`src/rtl/fft8_frame_ctrl.sv`:
```
// fft8_frame_ctrl: frame sequencer for the serial 8-point FFT datapath.
// It loads 8 real samples, feeds them to the datapath, drives the stage
// twiddles, waits out the datapath latency, then streams the 8 results
// tagged with their bin index.
// Optional feature: define FFT8_FRAME_CTRL_BITREV_EN to buffer the results
// and emit them in natural bin order through an extra REORDER phase.
//
// Handshake: a sample moves on every rising edge where in_valid and in_ready
// are both high. in_ready depends only on the state and on clear. The
// source must hold in_data stable until it is accepted. The output stream
// has no backpressure.
module fft8_frame_ctrl #(
  parameter int W       = 8,
  parameter int OUT_LAT = 4
) (
  input  logic                clk,
  input  logic                clear,
  input  logic                in_valid,
  output logic                in_ready,
  input  logic signed [W-1:0] in_data,
  output logic                fft_clear,
  output logic signed [W-1:0] fft_a_r,
  output logic signed [W-1:0] fft_a_im,
  output logic signed [W-1:0] fft_c_r,
  output logic signed [W-1:0] fft_c_im,
  output logic signed [W-1:0] fft_d_r,
  output logic signed [W-1:0] fft_d_im,
  input  logic signed [W-1:0] fft_y_r,
  input  logic signed [W-1:0] fft_y_im,
  output logic                out_valid,
  output logic signed [W-1:0] out_y_r,
  output logic signed [W-1:0] out_y_im,
  output logic [2:0]          out_index,
  output logic                frame_done,
  output logic                busy
);

  typedef enum logic [2:0] {
    S_LOAD, S_FEED, S_TWID, S_WAIT, S_DRAIN, S_REORDER
  } state_t;

  localparam logic signed [W-1:0] P1 = W'(1);
  localparam logic signed [W-1:0] M1 = '1;
  localparam logic signed [W-1:0] Z0 = '0;
  localparam logic [3:0] WAIT_LAST = 4'(OUT_LAT - 1);

  state_t              state, nxt_state;
  logic [3:0]          cnt, nxt_cnt;
  logic                accept;
  logic signed [W-1:0] sbuf [8];
  logic signed [W-1:0] tw_c_r, tw_c_im, tw_d_r, tw_d_im;

`ifdef FFT8_FRAME_CTRL_BITREV_EN
  logic signed [W-1:0] ybuf_r  [8];
  logic signed [W-1:0] ybuf_im [8];

  function automatic logic [2:0] bitrev3(input logic [2:0] v);
    return {v[0], v[1], v[2]};
  endfunction
`endif

  assign in_ready = (state == S_LOAD) && !clear;
  assign accept   = in_valid && in_ready;
  // The real-input datapath never gets an imaginary sample.
  assign fft_a_im = Z0;

  // Next state and phase counter; the counter restarts on every state entry.
  always_comb begin
    nxt_state = state;
    nxt_cnt   = cnt + 4'd1;
    case (state)
      S_LOAD: begin
        nxt_cnt = accept ? cnt + 4'd1 : cnt;
        if (accept && cnt == 4'd7) begin
          nxt_state = S_FEED;
          nxt_cnt   = 4'd0;
        end
      end
      S_FEED:  if (cnt == 4'd7)     begin nxt_state = S_TWID;  nxt_cnt = 4'd0; end
      S_TWID:  if (cnt == 4'd5)     begin nxt_state = S_WAIT;  nxt_cnt = 4'd0; end
      S_WAIT:  if (cnt == WAIT_LAST) begin nxt_state = S_DRAIN; nxt_cnt = 4'd0; end
`ifdef FFT8_FRAME_CTRL_BITREV_EN
      S_DRAIN:   if (cnt == 4'd7) begin nxt_state = S_REORDER; nxt_cnt = 4'd0; end
      S_REORDER: if (cnt == 4'd7) begin nxt_state = S_LOAD;    nxt_cnt = 4'd0; end
`else
      S_DRAIN:   if (cnt == 4'd7) begin nxt_state = S_LOAD;    nxt_cnt = 4'd0; end
`endif
      default: begin
        nxt_state = S_LOAD;
        nxt_cnt   = 4'd0;
      end
    endcase
    if (clear) begin
      nxt_state = S_LOAD;
      nxt_cnt   = 4'd0;
    end
  end

  // Twiddle table for the cycle about to start, so the outputs can be registered.
  always_comb begin
    tw_c_r = Z0; tw_c_im = Z0; tw_d_r = Z0; tw_d_im = Z0;
    if (nxt_state == S_TWID) begin
      case (nxt_cnt)
        4'd0: begin tw_c_r = P1; tw_c_im = Z0; tw_d_r = P1; tw_d_im = Z0; end
        4'd1: begin tw_c_r = P1; tw_c_im = M1; tw_d_r = Z0; tw_d_im = M1; end
        4'd2: begin tw_c_r = Z0; tw_c_im = M1; end
        4'd3: begin tw_c_r = M1; tw_c_im = M1; end
        4'd4: begin tw_d_r = P1; tw_d_im = Z0; end
        4'd5: begin tw_d_r = Z0; tw_d_im = M1; end
        default: ;
      endcase
    end
  end

  // FSM, sample/result buffers and all registered outputs.
  always_ff @(posedge clk) begin
    if (clear) begin
      state      <= S_LOAD;
      cnt        <= 4'd0;
      for (int i = 0; i < 8; i++) sbuf[i] <= Z0;
`ifdef FFT8_FRAME_CTRL_BITREV_EN
      for (int i = 0; i < 8; i++) begin
        ybuf_r[i]  <= Z0;
        ybuf_im[i] <= Z0;
      end
`endif
      fft_clear  <= 1'b1;
      fft_a_r    <= Z0;
      fft_c_r    <= Z0;
      fft_c_im   <= Z0;
      fft_d_r    <= Z0;
      fft_d_im   <= Z0;
      out_valid  <= 1'b0;
      out_y_r    <= Z0;
      out_y_im   <= Z0;
      out_index  <= 3'd0;
      frame_done <= 1'b0;
      busy       <= 1'b0;
    end else begin
      state <= nxt_state;
      cnt   <= nxt_cnt;
      if (accept) sbuf[cnt[2:0]] <= in_data;
      fft_clear  <= (nxt_state == S_FEED) && (nxt_cnt == 4'd0);
      fft_a_r    <= (nxt_state == S_FEED) ? sbuf[nxt_cnt[2:0]] : Z0;
      fft_c_r    <= tw_c_r;
      fft_c_im   <= tw_c_im;
      fft_d_r    <= tw_d_r;
      fft_d_im   <= tw_d_im;
      busy       <= (nxt_state != S_LOAD);
      out_valid  <= 1'b0;
      frame_done <= 1'b0;
`ifdef FFT8_FRAME_CTRL_BITREV_EN
      if (state == S_DRAIN) begin
        ybuf_r[cnt[2:0]]  <= fft_y_r;
        ybuf_im[cnt[2:0]] <= fft_y_im;
      end
      if (state == S_REORDER) begin
        out_valid  <= 1'b1;
        out_y_r    <= ybuf_r[bitrev3(cnt[2:0])];
        out_y_im   <= ybuf_im[bitrev3(cnt[2:0])];
        out_index  <= cnt[2:0];
        frame_done <= (cnt == 4'd7);
      end
`else
      if (state == S_DRAIN) begin
        out_valid  <= 1'b1;
        out_y_r    <= fft_y_r;
        out_y_im   <= fft_y_im;
        out_index  <= cnt[2:0];
        frame_done <= (cnt == 4'd7);
      end
`endif
    end
  end

endmodule

```
`config.mk`:
```
export PLATFORM = sky130hd
export DESIGN_NAME = fft8_frame_ctrl
export DESIGN_NICKNAME = d
export VERILOG_FILES = /design/src/rtl/fft8_frame_ctrl.sv
export SDC_FILE = /design/constraint.sdc
export NUM_CORES = 1
export LEC_CHECK = 0
export CORE_MARGIN = 2
export CORE_UTILIZATION = 40
export DETAILED_ROUTE_END_ITERATION = 10
export GPL_TIMING_DRIVEN = 0
export PLACE_DENSITY = 0.66
export SLEW_MARGIN = 10
export SYNTH_ARGS = -nofsm -noshare
export SYNTH_HDL_FRONTEND = slang
export SYNTH_SLANG_ARGS = --single-unit
```
`constraint.sdc`:
```
create_clock -name clk -period 3.4 [get_ports clk]
set_input_delay 1.02 -clock clk [delete_from_list [all_inputs] [get_ports clk]]
set_output_delay 1.02 -clock clk [all_outputs]
set_load 0.01 [all_outputs]
```
# ---- Yosys cells after proc, flatten, opt, wreduce, memory -nomap -nowiden
# Memory sizes are Yosys's and may differ from the RTL's. A register that Yosys moved wholly into a read port is not among the register bits.
# Cells that the tools add are included.
dict set report word_totals {
  regBits 62
  ramBits 64
  in_bits 27
  out_inout_bits 72
  word_cells 76
  mem_count 1
}
dict set report classes {
  addsub 1
  n_eq_ne 14
  muxes 27
  bitwise 3
  reduce_logical 17
}
# name words width rd rd_ports_with_merged_regs wr line
set memory_table {}
lappend memory_table {sbuf 8 8 1 1 8 50} ;# logic signed [W-1:0] sbuf [8];
# operator count
set ops {}
lappend ops {{4-bit 2-to-1 mux} 6}
lappend ops {{8-bit 2-to-1 mux} 3}
lappend ops {{3-bit 2-to-1 mux} 7}
lappend ops {{4-bit by 3-bit equality test with 1-bit output, second input constant} 4}
lappend ops {{4-bit case mux with 4 select lines} 1}
lappend ops {{8-bit case mux with 2 select lines} 1}
lappend ops {{3-bit case mux with 5 select lines} 1}
lappend ops {{2-bit OR reduction} 7}
lappend ops {{4-bit by 2-bit equality test with 1-bit output, second input constant} 3}
lappend ops {{3-bit by 2-bit equality test with 1-bit output, second input constant} 3}
lappend ops {{1-bit 2-to-1 mux} 8}
lappend ops {{8-bit OR reduction} 1}
lappend ops {{3-bit by 1-bit equality test with 1-bit output, second input constant} 2}
lappend ops {{4-bit by 1-bit adder with 4-bit output, second input constant} 1}
lappend ops {{4-bit by 1-bit equality test with 1-bit output, second input constant} 1}
lappend ops {{1-bit logical AND} 4}
lappend ops {{4-bit logical NOT} 1}
lappend ops {{3-bit equality test, second input constant} 1}
lappend ops {{3-bit logical NOT} 1}
lappend ops {{1-bit inverter} 3}
lappend ops {{3-bit nonzero test} 1}
lappend ops {{3-bit OR reduction} 1}
lappend ops {{1-bit logical NOT} 1}

# ---- Logic depth before layout (Yosys ltp)
dict set report logic_depth {
  ltp_word 10
  mapped_depth 11
  ltp_nobuf 9
}

# ---- Least setup slack after synthesis
# No wires, ideal clock.
dict set report synth_path {
  kind {input to register}
  from {input clear}
  to {register fft_a_r[0], read port of sbuf}
  setup_ps 130
  arrival_time_ps 2590
  required_ps 3270
  path_slack_ps 680
  cell_stages 8
  n_path_buf 1
  cell_sequence {nand2b_1 > nor2_2 > a22oi_4 > a21oi_4 > buf_6 > mux2_4 > a221oi_2 > a211oi_2}
}
dict set report synth_between {
  elab_chain_cells 10
  elab_cells_between_ends 14
  classes_between {1 x eq/ne; 7 x mux; 1 x bitwise; 5 x reduce/logical}
}
# item line
set synth_rtl {}
lappend synth_rtl {{from (decl)} 17} ;# input logic clear,
lappend synth_rtl {{1-bit logical NOT} 62} ;# assign in_ready = (state == S_LOAD) && !clear;
lappend synth_rtl {{1-bit logical AND} 62}
lappend synth_rtl {{1-bit logical AND} 63} ;# assign accept = in_valid && in_ready;
lappend synth_rtl {{1-bit logical AND} 74} ;# if (accept && cnt == 4'd7) begin
lappend synth_rtl {{3-bit 2-to-1 mux} 74}
lappend synth_rtl {{3-bit case mux with 5 select lines} 71} ;# case (state)
lappend synth_rtl {{3-bit 2-to-1 mux} 93} ;# if (clear) begin
lappend synth_rtl {{3-bit by 1-bit equality test with 1-bit output} 144} ;# fft_a_r <= (nxt_state == S_FEED) ? sbuf[nxt_cnt[2:0]] : Z0;
lappend synth_rtl {{1-bit inverter (no line)} --}
lappend synth_rtl {{2-bit OR reduction (no line)} --}
lappend synth_rtl {{to (decl)} 22} ;# output logic signed [W-1:0] fft_a_r,
# Parallel ways exist; a longest one is shown, timed or not.
# A chain may end at the register's enable or synchronous reset.

# ---- Worst setup path after layout
dict set report layout_path {
  from {input clear}
  to {register fft_a_r[3], read port of sbuf}
}
# Same word-level chain as after synthesis.

==> flow_metrics.tcl <==
set metrics [dict create \
    grt_pass1_vias 3552 \
    fmax_mhz 307 \
    synth_area_um2 5180 \
    fin_area_um2 6600 \
    cp.buffers_inverters 3 \
    crit_type "input pin to flop" \
    synth-warning-count 0 \
    gp_congestion 0.825 \
    synth_top_area_cell "edfxtp_1" \
    grt_max_degree 21 \
    post_synth.cell_area_avg_um2 11.2 \
    antenna_found_initial 0 \
    cts_root_buffer "clkbuf_16" \
    grtUsageTotal_pct 16.9 \
    die_y_um 118 \
    ant_nets 0 \
    synthDistinctLibCells 53 \
    vias_per_cell 4.83 \
    cts_made_buffers 9 \
    power_density_nw_per_um2 436 \
    setup_viol_count_final 0 \
    arrival_ps 3530 \
    cpMaxStageDelayCell "or4bb_1" \
    final_layout_size_suffix_gt1_share_pct 20.6 \
    layout_min_cycle_time_ps 3260 \
    htreeDepth 3 \
    die_w_um 118 \
    antennaDiodeCount 0 \
    placed_cell_area_um2 6280 \
    clock_path_buffers 2 \
    hold_buffers 0 \
    synth-edff-count 64 \
    ioPinCount 99 \
    outcome "finished, final reports clean" \
    postSynth.asyncResetShare_pct 0 \
    core_um2 12600 \
    cp_cell_sequence "clkdlybuf4s50_1 -> clkbuf_4 -> nor2b_1 -> nand2_2 -> o21ai_1 -> a21oi_1 -> or4bb_1 -> buf_2 -> a211oi_2" \
    cp_slowest_stage_delay_ps 530 \
    period_share_pct 95.8 \
    nNetsFinal 601 \
    slew_headroom_pct 35.8 \
    crit_path_end_kind "flop" \
    ys_seq_elements 107 \
    cts_tree "built" \
    worstMarginPinSlew_ps 955 \
    yosysSeqAreaShare_pct 53.7 \
    path_clk_slew_ps 80 \
    hold_viol 0 \
    vdd_drop_max_mv 0.237 \
    vias 3619 \
    drv_slew 0 \
    cts.sink_count 107 \
    rsz0062_at_grt "false" \
    initial_utilization_pct 41.1 \
    floorplan.die_area_um2 13900 \
    path_max_fanout 10 \
    avgRoutedWirePerCell_um 15.4 \
    port_buffers 83 \
    area_growth_pct 27.3 \
    grt.overflow.total 0 \
    finClkSkew_ps 9.28 \
    p_leak_nw 2.49 \
    maxCapViolations 0 \
    dp_hpwl_um 8450 \
    synth_ff_type "edfxtp_1" \
    critPathLaunchType "input pin" \
    drt_iter0_drc 229 \
    drc 0 \
    synthCells 464 \
    clock_latency_ps 360 \
    p_total_mw 2.88 \
    crit_family "simple AND/OR/NAND/NOR gates" \
    fp-row-count 41 \
    drt-total-wl_um 11600 \
    synth.area.top_cells "edfxtp_1 37%, dfxtp_1 17%, and2_1 7.8%" \
    hp-class "flop to flop" \
    firstDrtPassIters 4 \
    synth_top_area_share_pct 37.1 \
    grt_pass1_wl_um 18300 \
    crit_required_ps 3670 \
]
-- cell type report --
| type | instances | area [µm²] |
|---|---|---|
| plain buffers | 58 | 393 |
| clock buffers | 9 | 225 |
| clock inverters | 7 | 62.6 |
| fillers | 1142 | 6020 |
| inverters | 6 | 22.5 |
| multi-input cells | 307 | 2070 |
| flip-flops and latches | 107 | 2780 |
| well taps | 172 | 215 |
| repair buffers | 83 | 830 |
-- flip-flops by register name (all words and copies together), names as in the netlist, 2 cells and up --
register,cells
cnt,4
fft_a_r,8
fft_c_r,2
out_index,3
out_y_im,8
out_y_r,8
sbuf,64
state,3
-- synthesized netlist by cell type (all sizes together) (9+ instances only) --
cell type / n
nor3: 9
a21oi: 30
nor2: 18
nand2: 57
and2: 65
clkbuf: 11
mux2: 16
edfxtp: 64
buf: 47
dfxtp: 43
a221oi: 16
a211oi: 10
a21o: 10
-- routing by layer --
metal	share of wire (%)	global-route usage (%)	vias to the layer above
met2	49	28.6	120
li1	-	-	1800
met4	1.6	5.80	0
met3	6.0	4.65	14
met5	0	0	-
met1	44	20.8	1685
-- power breakdown --
group          leakage [nW]  switching, mW  internal (mW)
Sequential             1.01         0.0186           1.42
Clock                 0.145          0.515          0.517
Combinational          1.33          0.226          0.176
Total                  2.49          0.760           2.12
-- repair_timing --
action,4_1_cts,5_1_grt
endpoints found under the setup margin,17,25
hold endpoints to repair,0,0
setup buffers,0,0
resized for setup,5,6
pin swaps,0,0
-- worst register-to-register path, stage by stage (launching register included) --
cell and delay [ps]:
dfxtp_1 340, clkbuf_2 250, inv_1 150, ha_1 240, and3b_1 180, o21ai_1 380, a22oi_4 140, a21oi_4 400
buf_6 250, mux2_4 330, a221oi_2 330, a211oi_2 70
-- cell families after synthesis --
family / after synthesis / share of synthesized area, %
and+or+nand+nor: 189 / 19.7
adders and majority gates: 2 / 0.483
other: 1 / 0.0724
xor gates and xnor gates: 1 / 0.169
DFF: 107 / 53.7
muxes: 16 / 4.06
buffers and inverters: 64 / 7.92
AOI/OAI and AO/OA: 84 / 13.9
-- stage by stage --
stage / util, % / std cells / hold slack (ps) / setup TNS, ps / worst slack, ps
after CTS: 52.1 / 749 / 463 / 0 / 8.34
after detailed placement: 49.8 / 733 / 451 / -16280 / -448
after global routing: 52.3 / 749 / 474 / 0 / 14.7
after floorplan: - / 478 / 481 / 0 / 680
final: 52.3 / 749 / 457 / 0 / 144
after global placement: 49.8 / 733 / 442 / -12270 / -348
-- worst paths after layout --
kind              slack, ps          to  cells after the start  startpoint
setup / recovery        140  fft_a_r[3]                      9       clear
hold / removal          460  out_y_r[2]                      2  out_y_r[2]
setup reg to reg        230  fft_a_r[6]                     11      cnt[1]
hold reg to reg         460  out_y_r[2]                      2  out_y_r[2]
-- cell usage in the layout, fill, tap and decap left out, types with 6 or more instances in the layout --
master / synthesis / final
a21oi_1: 28 / 28
dfxtp_1: 43 / 43
conb_1: 1 / 15
buf_2: 7 / 7
a221oi_2: 8 / 8
clkbuf_16: 0 / 9
edfxtp_1: 64 / 64
nor3_1: 8 / 6
nand2_1: 57 / 56
a221oi_1: 8 / 8
clkbuf_1: 11 / 9
mux2_4: 8 / 8
mux2_2: 8 / 8
or2_2: 8 / 8
buf_4: 35 / 35
inv_1: 6 / 6
nor2_1: 17 / 16
nor2b_1: 7 / 7
and2_1: 65 / 65
a21o_1: 10 / 10
clkdlybuf4s50_1: 0 / 82
a211oi_2: 8 / 8
No activity file was read; power rests on OpenSTA's default activity.
==> RTL edit 1: new RTL, same settings <==
The parameter `W` goes from 8 to 9.
--- a/src/rtl/fft8_frame_ctrl.sv
+++ b/src/rtl/fft8_frame_ctrl.sv
@@ -10,7 +10,7 @@
 // source must hold in_data stable until it is accepted. The output stream
 // has no backpressure.
 module fft8_frame_ctrl #(
-  parameter int W       = 8,
+  parameter int W       = 9,
   parameter int OUT_LAT = 4
 ) (
   input  logic                clk,
Interface: changed (11 resized); port bits go from 99 to 110. The function was not compared with the original's and may differ.
==> RTL edit 1 against the unedited design <==
- sequential cell count rose by 11
- synthesized area up 8.7%
- cell area rose by 13%
- worst setup slack got worse by 0.078 ns
- worst hold slack worse by 0.0040 ns
- non-clock buffer count up 19
- routed wire length grew 13%
- via count grew 13%
- critical path depth decreased by 4
- power increased by 37%
- clock skew is 0.00081 ns lower
- utilization increased by 1.9 points
- critical path type is now input port to output pin
- largest power group is now clock
==> RTL edit 1: results (changes against the unedited design) <==
metric,value,unit,change
Leakage,2.835,nW,was 2.487 nW
DRT iter0 DRCs,299,,was 229
H-tree depth,4,,was 3
Logic inverters,7,,was 6
dpl ws,-0.4320,ns,was -0.4482 ns
vias per std cell,4.991,,was 4.832
Mapped Cells,495,,was 464
pin count of the biggest net entering global routing,17,,was 21
drt wl/cell,15.96,um,was 15.44 um
slowest CP cell,clkdlybuf4s50_1,,was or4bb_1
Worst-Skew Late Latency,0.42,ns,was 0.36 ns
"flops & latches, synth",118,,was 107
placed cell count,784,,was 733
final net count,655,,was 601
synth top area cells,"edfxtp_1 (38%), dfxtp_1 (16%), and2_1 (8.0%)",,"was edfxtp_1 (37%), dfxtp_1 (17%), and2_1 (7.8%)"
TritonCTS buffer count,17,,was 9
GRT Resource Usage Total,18.29,%,was 16.91%
#MultiIn Comb,319,,was 307
"Largest stage delay, worst path",0.48,ns,was 0.53 ns
I/O Buffers,91,,was 83
clock transition at the registers of the reported paths,0.05,ns,was 0.08 ns
"Seq/Total Area, Yosys",54.76,%,was 53.71%
xor and xnor area share after synthesis,0.3111,%,was 0.1690%
outcome,completed,,unchanged
Compound-Gate Fraction of Synth Area,18.20,%,was 13.86%
Non-Filler Instances,816,,was 749
clkbuf count,21,,was 9
FP Rows,43,,was 41
ratio of cells with drive above 1 in the final layout,20.28,%,was 20.62%
worst slew pin tran,0.9637,ns,was 0.9553 ns
post-place instance area,0.006842,mm2,was 0.006280 mm2
clk tree area frac,8.124,%,was 4.362%
vias in the first global route,3912,,"was 3,552"
FILL cells,1193,,"was 1,142"
Yosys cell types,59,,was 53
adder-cell share of the synthesized area,0.4444,%,was 0.4830%
bufs w/o clock,160,,was 141
==> RTL edit 1: cell families after synthesis <==
logic type	count (synthesis)
xor gates and xnor gates	2
AOI/OAI and AO/OA	113
other	1
DFF	118
and+or+nand+nor	185
adders and majority gates	2
buffers and inverters	74
==> RTL edit 1: final timing paths <==
kind | slack [ns] | from | cells after the start | endpoint
worst min register to register | 0.45 | out_y_r[0] | 2 | out_y_r[0]
worst max register to register | 0.20 | cnt[1] | 11 | fft_a_r[5]
worst min-delay path | 0.45 | out_y_r[0] | 2 | out_y_r[0]
worst max-delay path | 0.07 | clear | 5 | in_ready
==> RTL edit 1: what timing repair did <==
action / 4_1_cts / 5_1_grt
gates resized for setup: 3 / 6
pin swaps: 0 / 0
cloned: 0 / 0
endpoints found under the setup margin: 2 / 27
==> RTL edit 1: metal layers <==
| metal | vias up | track usage (%) | part of all wire, % |
|---|---|---|---|
| li1 | 1978 | - | - |
| met1 | 1951 | 23.68 | 43 |
| met2 | 131 | 29.79 | 49 |
| met3 | 13 | 4.879 | 6.2 |
| met4 | 0 | 5.963 | 1.4 |
| met5 | - | 0 | 0 |
==> RTL edit 1: critical path: cells and delay by family <==
kind                   cells  cell delay, ns
and+or+nand+nor            1            0.07
buffers and inverters      4            1.21
==> RTL edit 1: power groups by stage <==
stage	Combinational (W)	Sequential (W)	Clock, W
floorplan	0.000310	0.00165	0
global placement	0.000470	0.00164	0
detailed placement	0.000484	0.00164	0
CTS	0.000490	0.00162	0.00186
global route	0.000536	0.00162	0.00193
finish	0.000495	0.00162	0.00183
==> RTL edit 2: new RTL, config.mk and constraints unchanged <==
Made on the original files. The 6 states of `state_t` get a Gray code encoding in 3 bits.
--- a/src/rtl/fft8_frame_ctrl.sv
+++ b/src/rtl/fft8_frame_ctrl.sv
@@ -36,7 +36,7 @@
 );
 
   typedef enum logic [2:0] {
-    S_LOAD, S_FEED, S_TWID, S_WAIT, S_DRAIN, S_REORDER
+    S_LOAD = 3'b000, S_FEED = 3'b001, S_TWID = 3'b011, S_WAIT = 3'b010, S_DRAIN = 3'b110, S_REORDER = 3'b111
   } state_t;
 
   localparam logic signed [W-1:0] P1 = W'(1);
Function: same outputs for any inputs over 10 cycles, from zero or initial values; not proved beyond that.
==> RTL edit 2 against the unedited design <==
- sequential cell count unchanged
- synthesized area decreased by 5.3%
- power decreased by 6.7%
- routed wire length decreased by 3.7%
- worst setup slack got worse by 0.029 ns
- combinational power decreased by 38%
- cell area decreased by 4.9%
- largest power group unchanged
==> RTL edit 2: results (changes against the unedited design) <==
metric,value,unit,change
outcome,completed,,unchanged
xor and xnor area share after synthesis,0,%,was 0.1690%
drt wl/cell,15.72,um,was 15.44 um
final setup skew,0.008518,ns,was 0.009283 ns
HPWL Detailed,8.223,mm,was 8.446 mm
Routed WL,11.13,mm,was 11.56 mm
"Largest stage delay, worst path",0.48,ns,was 0.53 ns
Compound-Gate Fraction of Synth Area,11.02,%,was 13.86%
slowest CP cell,clkdlybuf4s50_1,,was or4bb_1
ratio of cells with drive above 1 in the final layout,16.04,%,was 20.62%
I/O Buffers,82,,was 83
M1 wire length,4.663,mm,was 5.032 mm
most instantiated cells after synthesis,"and2_1 (64), edfxtp_1 (64), nand2_1 (62)",,"was and2_1 (65), edfxtp_1 (64), nand2_1 (57)"
Logic inverters,7,,was 6
GR Util met2,30.49,%,was 28.60%
Leakage,2.416,nW,was 2.487 nW
placed cell count,692,,was 733
met3 WL,714,um,was 696 um
Yosys cell types,50,,was 53
Reg2Reg Depth,9,,was 11
#MultiIn Comb,295,,was 307
"Seq/Total Area, Yosys",56.72,%,was 53.71%
GRT Resource Usage Total,17.58,%,was 16.91%
fraction of area in multi-input gates,29.09,%,was 31.33%
Final Worst Setup Slack,0.1145,ns,was 0.1435 ns
"Non-clock buffers, area share",18.66,%,was 18.53%
FILL cells,1074,,"was 1,142"
VDD IR max,269.4,uV,was 237.2 uV
met2 routed WL,5.595,mm,was 5.649 mm
RD Place Congestion,0.8780,,was 0.8248
adder-cell share of the synthesized area,0.5101,%,was 0.4830%
[RTL edit 2: what timing repair did]
action | in CTS | in global routing
endpoints found under the setup margin | 0 | 16
resized for setup | 0 | 12
hold endpoints to repair | 0 | 0
[RTL edit 2: metrics by stage]
stage / cell area (um2) / total power (W)
2_1_floorplan: 4959 / 0.001604
3_3_place_gp: 5963 / 0.001692
3_5_place_dp: 5963 / 0.001697
4_1_cts: 6250 / 0.002699
5_1_grt: 6276 / 0.002769
6_report: 6276 / 0.002685
[RTL edit 2: report_power, final]
part           switching [W]  total (W)  internal (W)
sequential         0.0000139    0.00142       0.00141
clock               0.000445    0.00101      0.000568
combinational       0.000141   0.000248      0.000108
[RTL edit 2: path summary, 6_finish.rpt]
path              start          to  slack (ns)
max            in_valid  fft_a_r[1]        0.11
min          out_y_r[1]  out_y_r[1]        0.45
max reg2reg      cnt[1]  fft_a_r[1]        0.28
min reg2reg  out_y_r[1]  out_y_r[1]        0.45
